[src/rtl/bcpu_defs_pkg.sv]
// Shared definitions for the barrel-core flag/condition path: flag bit
// positions, condition codes and the masked flag-merge helper.
package bcpu_defs;

  typedef logic [3:0] flags_t;
  typedef logic [3:0] cond_t;

  // Flag bit positions inside flags_t, ordered {V,S,Z,C}.
  localparam int FLAG_V = 3;
  localparam int FLAG_S = 2;
  localparam int FLAG_Z = 1;
  localparam int FLAG_C = 0;

  // Condition codes.
  localparam cond_t COND_AL = 4'd0;   // always
  localparam cond_t COND_NC = 4'd1;   // ~C
  localparam cond_t COND_NZ = 4'd2;   // ~Z
  localparam cond_t COND_ZS = 4'd3;   // Z
  localparam cond_t COND_NS = 4'd4;   // ~S
  localparam cond_t COND_SS = 4'd5;   // S
  localparam cond_t COND_NV = 4'd6;   // ~V
  localparam cond_t COND_VS = 4'd7;   // V
  localparam cond_t COND_A  = 4'd8;   // unsigned above
  localparam cond_t COND_AE = 4'd9;   // unsigned above or equal
  localparam cond_t COND_B  = 4'd10;  // unsigned below
  localparam cond_t COND_BE = 4'd11;  // unsigned below or equal
  localparam cond_t COND_L  = 4'd12;  // signed less
  localparam cond_t COND_LE = 4'd13;  // signed less or equal
  localparam cond_t COND_G  = 4'd14;  // signed greater
  localparam cond_t COND_GE = 4'd15;  // signed greater or equal

  // Replace only the flags selected by mask; the rest keep their old value.
  function automatic flags_t merge_flags(input flags_t old_flags,
                                         input flags_t mask,
                                         input flags_t new_flags);
    return (old_flags & ~mask) | (new_flags & mask);
  endfunction

endpackage

[src/rtl/bcpu_cond_lut.sv]
// Pure combinational condition table: decides whether a condition code
// holds for a given {V,S,Z,C} flag vector.
module bcpu_cond_lut
  import bcpu_defs::*;
(
  input  flags_t flags,
  input  cond_t  cond,
  output logic   result
);

  logic v, s, z, c;

  assign v = flags[FLAG_V];
  assign s = flags[FLAG_S];
  assign z = flags[FLAG_Z];
  assign c = flags[FLAG_C];

  // Decode the condition code against the current flags.
  always_comb begin
    // NOTE: default assignment first so every path drives result and no latch is inferred.
    result = 1'b0;
    case (cond)
      COND_AL: result = 1'b1;
      COND_NC: result = ~c;
      COND_NZ: result = ~z;
      COND_ZS: result = z;
      COND_NS: result = ~s;
      COND_SS: result = s;
      COND_NV: result = ~v;
      COND_VS: result = v;
      COND_A:  result = ~c & ~z;
      COND_AE: result = ~c;
      COND_B:  result = c;
      COND_BE: result = c | z;
      COND_L:  result = v ^ s;
      COND_LE: result = (v ^ s) | z;
      COND_G:  result = ~(v ^ s) & ~z;
      COND_GE: result = ~(v ^ s);
      default: result = 1'b0;
    endcase
  end

endmodule

[src/rtl/bcpu_flags_cond_unit.sv]
// Per-thread {V,S,Z,C} flag register file with masked updates, optional
// write-to-eval bypass and a 1- or 2-stage condition evaluation pipe.
module bcpu_flags_cond_unit
  import bcpu_defs::*;
#(
  parameter  int THREAD_COUNT    = 4,
  parameter  int LATENCY         = 1,
  parameter  bit BYPASS          = 1'b1,
  localparam int THREAD_ID_WIDTH = $clog2(THREAD_COUNT)
) (
  input  logic                       CLK,
  input  logic                       RESET_N,
  input  logic                       CE,
  input  logic                       WR_EN,
  input  logic [THREAD_ID_WIDTH-1:0] WR_THREAD,
  input  flags_t                     WR_MASK,
  input  flags_t                     WR_FLAGS,
  input  logic                       EVAL_EN,
  input  logic [THREAD_ID_WIDTH-1:0] EVAL_THREAD,
  input  cond_t                      EVAL_COND,
  output logic                       RESULT_VALID,
  output logic [THREAD_ID_WIDTH-1:0] RESULT_THREAD,
  output flags_t                     RESULT_FLAGS,
  output logic                       COND_RESULT
);

  typedef logic [THREAD_ID_WIDTH-1:0] tid_t;

  flags_t flag_file [THREAD_COUNT];
  flags_t wr_merged;
  flags_t eval_flags;

  assign wr_merged = merge_flags(flag_file[WR_THREAD], WR_MASK, WR_FLAGS);

  // Flag file update; held when CE is low.
  always_ff @(posedge CLK or negedge RESET_N) begin
    if (!RESET_N) begin
      // NOTE: the flag file is flops, not RAM, so every entry is cleared on reset.
      for (int i = 0; i < THREAD_COUNT; i++) begin
        flag_file[i] <= '0;
      end
    end else if (CE && WR_EN) begin
      // NOTE: non-blocking so every register samples pre-edge values.
      flag_file[WR_THREAD] <= wr_merged;
    end
  end

  // Select the flags seen by the eval, forwarding a same-thread write if enabled.
  always_comb begin
    eval_flags = flag_file[EVAL_THREAD];
    if (BYPASS && WR_EN && (WR_THREAD == EVAL_THREAD)) begin
      eval_flags = wr_merged;
    end
  end

  generate
    if (LATENCY == 1) begin : g_lat1
      logic   eval_result;
      logic   s1_valid;
      tid_t   s1_thread;
      flags_t s1_flags;
      logic   s1_result;

      bcpu_cond_lut u_cond_lut (
        .flags  (eval_flags),
        .cond   (EVAL_COND),
        .result (eval_result)
      );

      // Single stage: capture the evaluated condition and drive the outputs.
      always_ff @(posedge CLK or negedge RESET_N) begin
        if (!RESET_N) begin
          s1_valid  <= 1'b0;
          s1_thread <= '0;
          s1_flags  <= '0;
          s1_result <= 1'b0;
        end else if (CE) begin
          s1_valid  <= EVAL_EN;
          s1_thread <= EVAL_THREAD;
          s1_flags  <= eval_flags;
          s1_result <= eval_result;
        end
      end

      assign RESULT_VALID  = s1_valid;
      assign RESULT_THREAD = s1_thread;
      assign RESULT_FLAGS  = s1_flags;
      assign COND_RESULT   = s1_result;
    end else begin : g_lat2
      logic   s1_valid;
      tid_t   s1_thread;
      cond_t  s1_cond;
      flags_t s1_flags;
      logic   s1_result;
      logic   s2_valid;
      tid_t   s2_thread;
      flags_t s2_flags;
      logic   s2_result;

      bcpu_cond_lut u_cond_lut (
        .flags  (s1_flags),
        .cond   (s1_cond),
        .result (s1_result)
      );

      // Stage 1: capture the request and the flags it observes.
      always_ff @(posedge CLK or negedge RESET_N) begin
        if (!RESET_N) begin
          s1_valid  <= 1'b0;
          s1_thread <= '0;
          s1_cond   <= '0;
          s1_flags  <= '0;
        end else if (CE) begin
          s1_valid  <= EVAL_EN;
          s1_thread <= EVAL_THREAD;
          s1_cond   <= EVAL_COND;
          s1_flags  <= eval_flags;
        end
      end

      // Stage 2: register the table result evaluated from stage 1.
      always_ff @(posedge CLK or negedge RESET_N) begin
        if (!RESET_N) begin
          s2_valid  <= 1'b0;
          s2_thread <= '0;
          s2_flags  <= '0;
          s2_result <= 1'b0;
        end else if (CE) begin
          s2_valid  <= s1_valid;
          s2_thread <= s1_thread;
          s2_flags  <= s1_flags;
          s2_result <= s1_result;
        end
      end

      assign RESULT_VALID  = s2_valid;
      assign RESULT_THREAD = s2_thread;
      assign RESULT_FLAGS  = s2_flags;
      assign COND_RESULT   = s2_result;
    end
  endgenerate

endmodule

[config.mk]
export PLATFORM = sky130hd
export DESIGN_NAME = bcpu_flags_cond_unit
export DESIGN_NICKNAME = d
export VERILOG_FILES = /design/src/rtl/bcpu_defs_pkg.sv /design/src/rtl/bcpu_cond_lut.sv /design/src/rtl/bcpu_flags_cond_unit.sv
export SDC_FILE = /design/constraint.sdc
export NUM_CORES = 1
export LEC_CHECK = 0
export CAP_MARGIN = 20
export CORE_MARGIN = 2
export CORE_UTILIZATION = 38
export CTS_CLUSTER_SIZE = 10
export DETAILED_ROUTE_END_ITERATION = 7
export SYNTH_ARGS = -nofsm -noshare
export SYNTH_HDL_FRONTEND = slang
export SYNTH_SLANG_ARGS = --single-unit
[constraint.sdc]
create_clock -name CLK -period 1.9 [get_ports CLK]
set_input_delay 0.285 -clock CLK [delete_from_list [all_inputs] [get_ports CLK]]
set_output_delay 0.285 -clock CLK [all_outputs]
set_load 0.1 [all_outputs]
== Word-level counts from Yosys, hierarchy flattened ==
Index checks and enable logic that the tools add are counted.

* Register bits after elaboration: 24
* Logic and storage cells: 59
* Output and inout bits: 8
* Input bits: 21

* Reductions and logical operators: 5
* Bitwise gates (word level): 16
* Muxes and demuxes: 11
* Order comparisons: 3
* Equal/unequal tests: 16

{| class="wikitable"
|+ Operators by type and width
! kind !! number
|-
| $eq A4 B4 Y1 const B || 8
|-
| $mux W4 || 6
|-
| $bmux W4 S2 || 2
|-
| $bwmux W16 || 1
|-
| $eq A4 B3 Y1 const B || 4
|-
| $pmux W1 S15 || 1
|-
| $and A4 B4 Y4 || 2
|-
| $demux W4 S2 || 1
|-
| $eq A4 B2 Y1 const B || 2
|-
| $ge A3 B3 Y1 const B || 2
|-
| $not A2 Y3 || 2
|-
| $not A1 Y1 || 5
|-
| $eq A4 B1 Y1 const B || 1
|-
| $logic_not A4 Y1 || 1
|-
| $not A4 Y4 || 1
|-
| $or A4 B4 Y4 || 1
|-
| $logic_and A1 B1 Y1 || 3
|-
| $lt A3 B1 Y1 const B || 1
|-
| $and A1 B1 Y1 || 2
|-
| $eq A2 B2 Y1 || 1
|-
| $or A1 B1 Y1 || 2
|-
| $reduce_or A2 Y1 || 1
|-
| $xor A1 B1 Y1 || 1
|}

== Depth between registers and ports, before layout ==
Gate-level depths: netlist of run 1.

* Word-level depth: 11
* Gate-level depth with buffers: 9
* Gate-level depth less buffers: 7

== Cells and area by module ==
Synthesis of run 1 repeated with hierarchy kept, for this count alone.

* Cell total of the unflattened synthesis: 140
* Area total of the unflattened synthesis: 1388.8 um2

{| class="wikitable"
|+ Modules (own cells, without submodules)
! module !! sequential area each (um2) !! area each (um2) !! cells each !! times used
|-
| bcpu_flags_cond_unit || 600.6 || 1295.0 || 127 || 1
|-
| bcpu_cond_lut || 0.0 || 93.8 || 13 || 1
|}

== Worst setup path after synthesis of run 1 ==
Ideal clock, no wire load.

* Kind: input-to-reg
* From: input port EVAL_THREAD[0]
* To: register g_lat1.s1_result (netlist: COND_RESULT)
* Data required time: 1818 ps
* Slack: -127 ps
* Arrival time: 1945 ps
* Path buffers: 1
* Stages on the path: 8
* Path through: buf_4 > mux4_2 > o31a_1 > a31oi_4 > mux2_2 > a31oi_1 > nor4_1 > a31oi_1

* Longest elaborated chain between the ends: 9
* Elaborated cells between the ends (all ways): 18

{| class="wikitable"
|+ RTL lines
! item !! line !! RTL
|-
| from (decl) || bcpu_flags_cond_unit.sv:19 || <nowiki>input logic [THREAD_ID_WIDTH-1:0] EVAL_THREAD,</nowiki>
|-
| $not A2 Y3 (not written as such) || bcpu_flags_cond_unit.sv:50 || <nowiki>eval_flags = flag_file[EVAL_THREAD];</nowiki>
|-
| $bmux W4 S2 || bcpu_flags_cond_unit.sv:50 ||
|-
| $mux W4 (not written as such) (2 in series) || bcpu_flags_cond_unit.sv:50 ||
|-
| $mux W4 (*) || bcpu_flags_cond_unit.sv:51 || <nowiki>if (BYPASS && WR_EN && (WR_THREAD == EVAL_THREAD)) begin</nowiki>
|-
| $xor A1 B1 Y1 || n/a ||
|-
| $not A1 Y1 || bcpu_cond_lut.sv:37, bcpu_cond_lut.sv:38 ||
|-
| $and A1 B1 Y1 || bcpu_cond_lut.sv:37 || <nowiki>COND_G: result = ~(v ^ s) & ~z;</nowiki>
|-
| $pmux W1 S15 (*) || bcpu_cond_lut.sv:22 || <nowiki>case (cond)</nowiki>
|-
| to (signal assigned) || bcpu_flags_cond_unit.sv:81 || <nowiki>s1_result <= eval_result;</nowiki>
|-
| to (decl) || bcpu_flags_cond_unit.sv:62 || <nowiki>logic s1_result;</nowiki>
|}

Mark *: on every way between the ends. The rest lies on a longest branch, timed or not. The select of a mux whose other input is x is not followed.
A chain may end at the register's enable or synchronous reset.

== Final worst setup path of run 1 ==
* From: register flag_file[2] (netlist name)
* To: register g_lat1.s1_result (netlist: COND_RESULT)

* Longest elaborated chain between the ends: 10
* Elaborated cells between the ends (all ways): 15

{| class="wikitable"
|+ RTL lines
! item !! line !! RTL
|-
| from (decl) || bcpu_flags_cond_unit.sv:29 || <nowiki>flags_t flag_file [THREAD_COUNT];</nowiki>
|-
| from (signal, indexed assignment) || bcpu_flags_cond_unit.sv:44 || <nowiki>flag_file[WR_THREAD] <= wr_merged;</nowiki>
|-
| $bmux W4 S2 || bcpu_flags_cond_unit.sv:33 || <nowiki>assign wr_merged = merge_flags(flag_file[WR_THREAD], WR_MASK, WR_FLAGS);</nowiki>
|-
| $mux W4 (not written as such) (2 in series) || bcpu_flags_cond_unit.sv:33 ||
|-
| $and A4 B4 Y4 || bcpu_defs_pkg.sv:36 || <nowiki>return (old_flags & ~mask) | (new_flags & mask);</nowiki>
|-
| $or A4 B4 Y4 || bcpu_defs_pkg.sv:36 ||
|-
| $mux W4 (*) || bcpu_flags_cond_unit.sv:51 ||
|-
| $xor A1 B1 Y1 || n/a ||
|-
| $not A1 Y1 || bcpu_cond_lut.sv:37, bcpu_cond_lut.sv:38 ||
|-
| $and A1 B1 Y1 || bcpu_cond_lut.sv:37 ||
|-
| $pmux W1 S15 (*) || bcpu_cond_lut.sv:22 ||
|}

Marks and branches as above.

==> results of run 1 <==
==> what timing repair did <==
item / in CTS / in global routing
gates cloned: 0 / 0
setup endpoints to repair: 2 / 1
setup buffers: 1 / 1
gates resized for setup: 13 / 1
pin swaps: 3 / 0
hold endpoints to repair: 0 / 0
==> kinds of logic (layout without fill, tap and decap cells) <==
logic type | after synthesis | count (layout) | share of synthesized area
AND/OR/NAND/NOR | 64 | 64 | 0.213
AO/OA/AOI/OAI | 32 | 32 | 0.158
multiplexers | 23 | 23 | 0.183
XOR/XNOR | 3 | 3 | 0.0264
flip-flops | 24 | 24 | 0.385
buffers and inverters | 12 | 76 | 0.0344
==> per-layer routing <==
layer	up-vias	share of wire
met5	-	0
met4	0	0.035
met3	11	0.037
met2	39	0.48
met1	668	0.45
li1	695	-
==> worst max-delay path, stage by stage (launching register included) <==
cell      delay (ns)
dfrtp_1         0.39
mux4_2          0.48
o31a_1          0.16
a31oi_4         0.20
mux2i_1         0.23
o311ai_1        0.14
nor4_2          0.23
a31oi_1         0.11
==> final timing paths <==
| kind | start | to | cells after the start |
|---|---|---|---|
| setup / recovery | flag_file[2] | COND_RESULT | 7 |
| hold / removal | RESET_N | flag_file[14] | 2 |
| setup reg to reg | flag_file[2] | COND_RESULT | 7 |
| hold reg to reg | flag_file[7] | flag_file[7] | 2 |
| max in group asynchronous | RESET_N | RESULT_FLAGS[1] | 2 |
| min in group CLK | flag_file[7] | flag_file[7] | 2 |
==> through the flow <==
stage          hold slack (ns)  instance area [sq um]  worst slack (ns)
2_1_floorplan          -0.0106                   1580           -0.0713
3_3_place_gp             0.490                   2130            -0.690
3_5_place_dp             0.499                   2130            -0.713
4_1_cts                  0.369                   2220            -0.140
5_1_grt                  0.413                   2230            -0.244
6_report                 0.355                   2230            -0.147
==> synthesized netlist by cell type (3+ instances only) <==
cell / instances / area share
nor2_1: 14 / 0.034
nand3b_1: 5 / 0.024
nand2_1: 20 / 0.048
nand2b_1: 5 / 0.020
mux2_2: 4 / 0.029
a21oi_1: 8 / 0.026
nor2b_1: 4 / 0.016
clkbuf_1: 4 / 0.0096
mux2i_1: 14 / 0.090
nor3_1: 4 / 0.013
inv_1: 5 / 0.012
mux4_2: 4 / 0.058
o31a_1: 3 / 0.017
o21ai_0: 12 / 0.038
dfrtp_1: 24 / 0.38
==> area by class of cell <==
type                            count  area (sq um)
Tap cell                           50          62.6
Clock buffer                        4          55.1
Fill cell                         363          1740
Sequential cell                    24           601
Timing Repair Buffer               67           549
Inverter                            5          18.8
Multi-Input combinational cell    122           947
==> report_power, final <==
part           internal [mW]  leakage (nW)  switching, mW
sequential             0.627         0.287         0.0698
clock                  0.186        0.0288          0.169
combinational          0.458         0.681          0.572
total                   1.27         0.997          0.812
==> registers in the layout, summed over array words and instances, names as in the netlist <==
name,count
COND_RESULT,1
RESULT_FLAGS,4
RESULT_THREAD,2
RESULT_VALID,1
flag_file,16
==> flow_summary.json, run 1 <==
{
  "worstMarginPinSlew_ns": 0.389,
  "drt_iter0_markers": 82,
  "numPortBuffers": 28,
  "grt-ovfl-total": 0,
  "synthToLayoutAreaGrowth_pct": 43.0,
  "place.gp.congestion": 0.801,
  "wire_per_inst_microns": 15.1,
  "num_vias": 1413,
  "synth-seq-cells": 24,
  "holdBufCountCts": 0,
  "htree_num_levels": 1,
  "use_met3": 0.0230,
  "remaining_drc_errors": 0,
  "die_y_microns": 68.1,
  "worst_slack_ns": -0.147,
  "hold_viol_final": 0,
  "ir_drop_mv": 0.465,
  "tns_ns": -0.147,
  "worstSetupPathType": "register to register",
  "diodes": 0,
  "syn_inst": 158,
  "die_x_microns": 68.1,
  "insertion_delay_ns": 0.28,
  "clock_skew_ns": 0.00253,
  "core_area_sq_mm": 0.00397,
  "synth_area_per_cell_sq_um": 9.88,
  "synth_warnings": 0,
  "synth_edf_count": 0,
  "grtUsageTotal": 0.201,
  "slew_headroom": 0.740,
  "clockBufferDepth": 2,
  "grt_start_max_net_pins": 25,
  "violations": "negative setup slack",
  "status": "finished with violations",
  "post-route-period-util": 1.08,
  "worst-path-max-fanout": 3,
  "final_nets": 244,
  "synthArstFlopShare": 1.00,
  "rsz0062_at_grt": "yes",
  "grt_pass1_wl_mm": 6.66,
  "rows": 23,
  "initial_utilization": 0.393,
  "fmax_ghz": 0.488,
  "placedCellCount": 266,
  "maxCapViolations": 0,
  "final_common_cell": "buf_4",
  "hold_path_class": "input port to asynchronous set/reset pin",
  "globalRouteMet1Util": 0.250,
  "ys_types": 37,
  "synth_ff_type": "dfrtp_1",
  "fin_util": 0.562,
  "crit_path_start_kind": "register",
  "grt_pass1_vias": 1446,
  "r2r_setup_slack_ns": -0.15,
  "viasPerCell": 5.19,
  "end_kind": "register",
  "clock-sinks": 24,
  "antenna_found_initial": 0,
  "cts_tree": "built",
  "fin_total_pwr_mw": 2.08,
  "totalWireLength_mm": 4.10,
  "drt_first_pass_iters": 4,
  "met2_usage": 0.334,
  "setup_viol": 1,
  "design.die.area_sq_mm": 0.00464,
  "slew_violations": 0,
  "root_buffer": "clkbuf_8",
  "grt-busiest-layer": "met2",
  "leakage_nw": 0.997,
  "ys_seq_area_frac": 0.385,
  "synthesis.nets": 179,
  "cts_buffers": 3,
  "fin_crit_ns": 2.05,
  "required_ns": 2.06,
  "layout-drive-gt1-share": 0.338,
  "drtAntennaViolNets": 0,
  "cp.arrival_ns": 2.21,
  "power_density_mw_per_mm2": 932,
  "clk_pin_slew_worst_paths_ns": 0.08,
  "layout_common_cells": "buf_4, dfrtp_1, nand2_1",
  "syn-cell-area_sq_mm": 0.00156,
  "ios": 29,
  "fin_cells": 272,
  "dp_hpwl_mm": 3.16
}
Note: power is estimated with default switching activity, not from simulation.
==> inputs of run 2 (changes only) <==
- CORE_MARGIN: 2 -> unset
- SKIP_LAST_GASP: unset -> 1
==> flow_summary.json, run 2 (synthesis gave the netlist of run 1 again) <==
{
  "ios": 29,
  "initial_utilization": 0.411,
  "ir_drop_mv": 0.432,
  "dp_hpwl_mm": 3.22,
  "drt_iter0_markers": 57,
  "slew_violations": 0,
  "grtUsageTotal": 0.215,
  "layout_common_cells": "buf_4, dfrtp_1, nand2_1",
  "rows": 22,
  "hold_viol_final": 0,
  "worst_slack_ns": -0.135,
  "final_common_cell": "buf_4",
  "fin_total_pwr_mw": 2.21,
  "totalWireLength_mm": 4.24,
  "placedCellCount": 266,
  "critPathMaxStageDelay_ns": 0.47,
  "grt_pass1_vias": 1502,
  "drt_first_pass_iters": 4,
  "worstSetupPathType": "register to register",
  "die_x_microns": 66.1,
  "fillers": 315,
  "maxCapViolations": 0,
  "root_buffer": "clkbuf_8",
  "rsz0062_at_grt": "yes",
  "numPortBuffers": 28,
  "slew_headroom": 0.753,
  "worst-path-max-fanout": 3,
  "regMostFlops": "flag_file",
  "clockBufferDepth": 2,
  "clock-sinks": 24,
  "drtAntennaViolNets": 0,
  "fin_crit_ns": 2.03,
  "setup_viol": 1,
  "remaining_drc_errors": 0,
  "grt-ovfl-total": 0,
  "power_density_mw_per_mm2": 963,
  "final_nets": 249,
  "holdBufCountCts": 0,
  "place.gp.congestion": 0.878,
  "insertion_delay_ns": 0.27,
  "post-route-period-util": 1.07,
  "cp.arrival_ns": 2.19,
  "violations": "negative setup slack",
  "end_kind": "register",
  "antenna_found_initial": 0,
  "leakage_nw": 1.03,
  "final_area_sq_mm": 0.00230,
  "hold_path_class": "input port to asynchronous set/reset pin",
  "slowest_stage": "mux4_2",
  "design.die.area_sq_mm": 0.00437,
  "required_ns": 2.06,
  "htree_num_levels": 1,
  "crit_path_start_kind": "register",
  "die_y_microns": 66.1,
  "worstMarginPinSlew_ns": 0.370,
  "grt_start_max_net_pins": 25,
  "diodes": 0,
  "grt_pass1_wl_mm": 7.02,
  "clock_skew_ns": 0.00301,
  "cts_buffers": 3,
  "fin_util": 0.605,
  "crit_chain": "mux4_2, o31a_1, a31oi_4, mux2i_1, o311ai_1, nor4_1, a31oi_1",
  "status": "finished with violations",
  "largest_reg_flops": 16,
  "cts_tree": "built",
  "synthToLayoutAreaGrowth_pct": 47.3,
  "layout-drive-gt1-share": 0.348,
  "viasPerCell": 5.36,
  "num_vias": 1473,
  "fmax_ghz": 0.491,
  "placed_cell_area_sq_mm": 0.00214,
  "fin_cells": 275,
  "wire_per_inst_microns": 15.4,
  "multi_input_area_sq_um": 952,
  "regArea_sq_um": 601,
  "clk_pin_slew_worst_paths_ns": 0.09,
  "core_area_sq_mm": 0.00380
}
run 2: cell count changes in the layout (fill, tap and decap cells not counted):
cell             delta
buf_4               +3
buf_6               +2
dlygate4sd2_1       -1
a31oi_4             +2
nor4b_2             -1
clkdlybuf4s15_2     +1
clkbuf_8            -1
nor4_2              -1
nor4b_1             +1
a31oi_2             -2
nor4_1              +1
bufinv_16           +1
run 2: power breakdown:
group / switching [mW] / internal, mW
Sequential: 0.0817 / 0.627
Combinational: 0.577 / 0.465
Clock: 0.181 / 0.282
run 2: final timing paths:
kind                                from              end  slack (ns)  cells after the start
max                        flag_file[14]      COND_RESULT       -0.13                      7
min in group CLK            flag_file[3]     flag_file[3]        0.52                      2
min                              RESET_N     flag_file[4]        0.36                      2
max in group asynchronous        RESET_N  RESULT_FLAGS[2]        1.29                      2
min reg2reg                 flag_file[3]     flag_file[3]        0.52                      2
max reg2reg                flag_file[14]      COND_RESULT       -0.13                      7
run 2: layout make-up:
cell class | count | area share
clock buffers | 3 | 0.0180
well taps | 48 | 0.0261
repair buffers | 72 | 0.260
clock inverters | 1 | 0.0131
inverters | 5 | 0.00816
multi-input cells | 122 | 0.414
flip-flops and latches | 24 | 0.261
run 2: what timing repair did:
item / CTS / global route
resized for setup: 18 / 0
buffers inserted: 4 / 1
endpoints found under the hold margin: 0 / 0
endpoints found under the setup margin: 4 / 1
pin swaps: 6 / 0
run 2: through the flow:
step                      setup WS (ns)  setup TNS, ns  hold WS [ns]
after CTS                       -0.0969        -0.0969         0.376
final                            -0.135         -0.135         0.364
after detailed placement         -0.778          -2.49         0.501
after global placement           -0.706          -2.00         0.491
after floorplan                 -0.0713        -0.0713       -0.0106
after global routing             -0.246         -0.246         0.395
run 2: per-layer routing:
layer  up-vias  global-route usage  share of wire
met4         0              0.0718          0.017
met5         -                   0              0
met3        10              0.0276          0.031
met1       716               0.269           0.44
met2        39               0.380           0.51
li1        708                   -              -
run 2: worst max-delay path, delay by kind of cell, from the launching register on:
kind | cells | cell delay (ns)
muxes | 2 | 0.69
AOI/OAI and AO/OA | 4 | 0.58
DFF | 1 | 0.40
and+or+nand+nor | 1 | 0.24
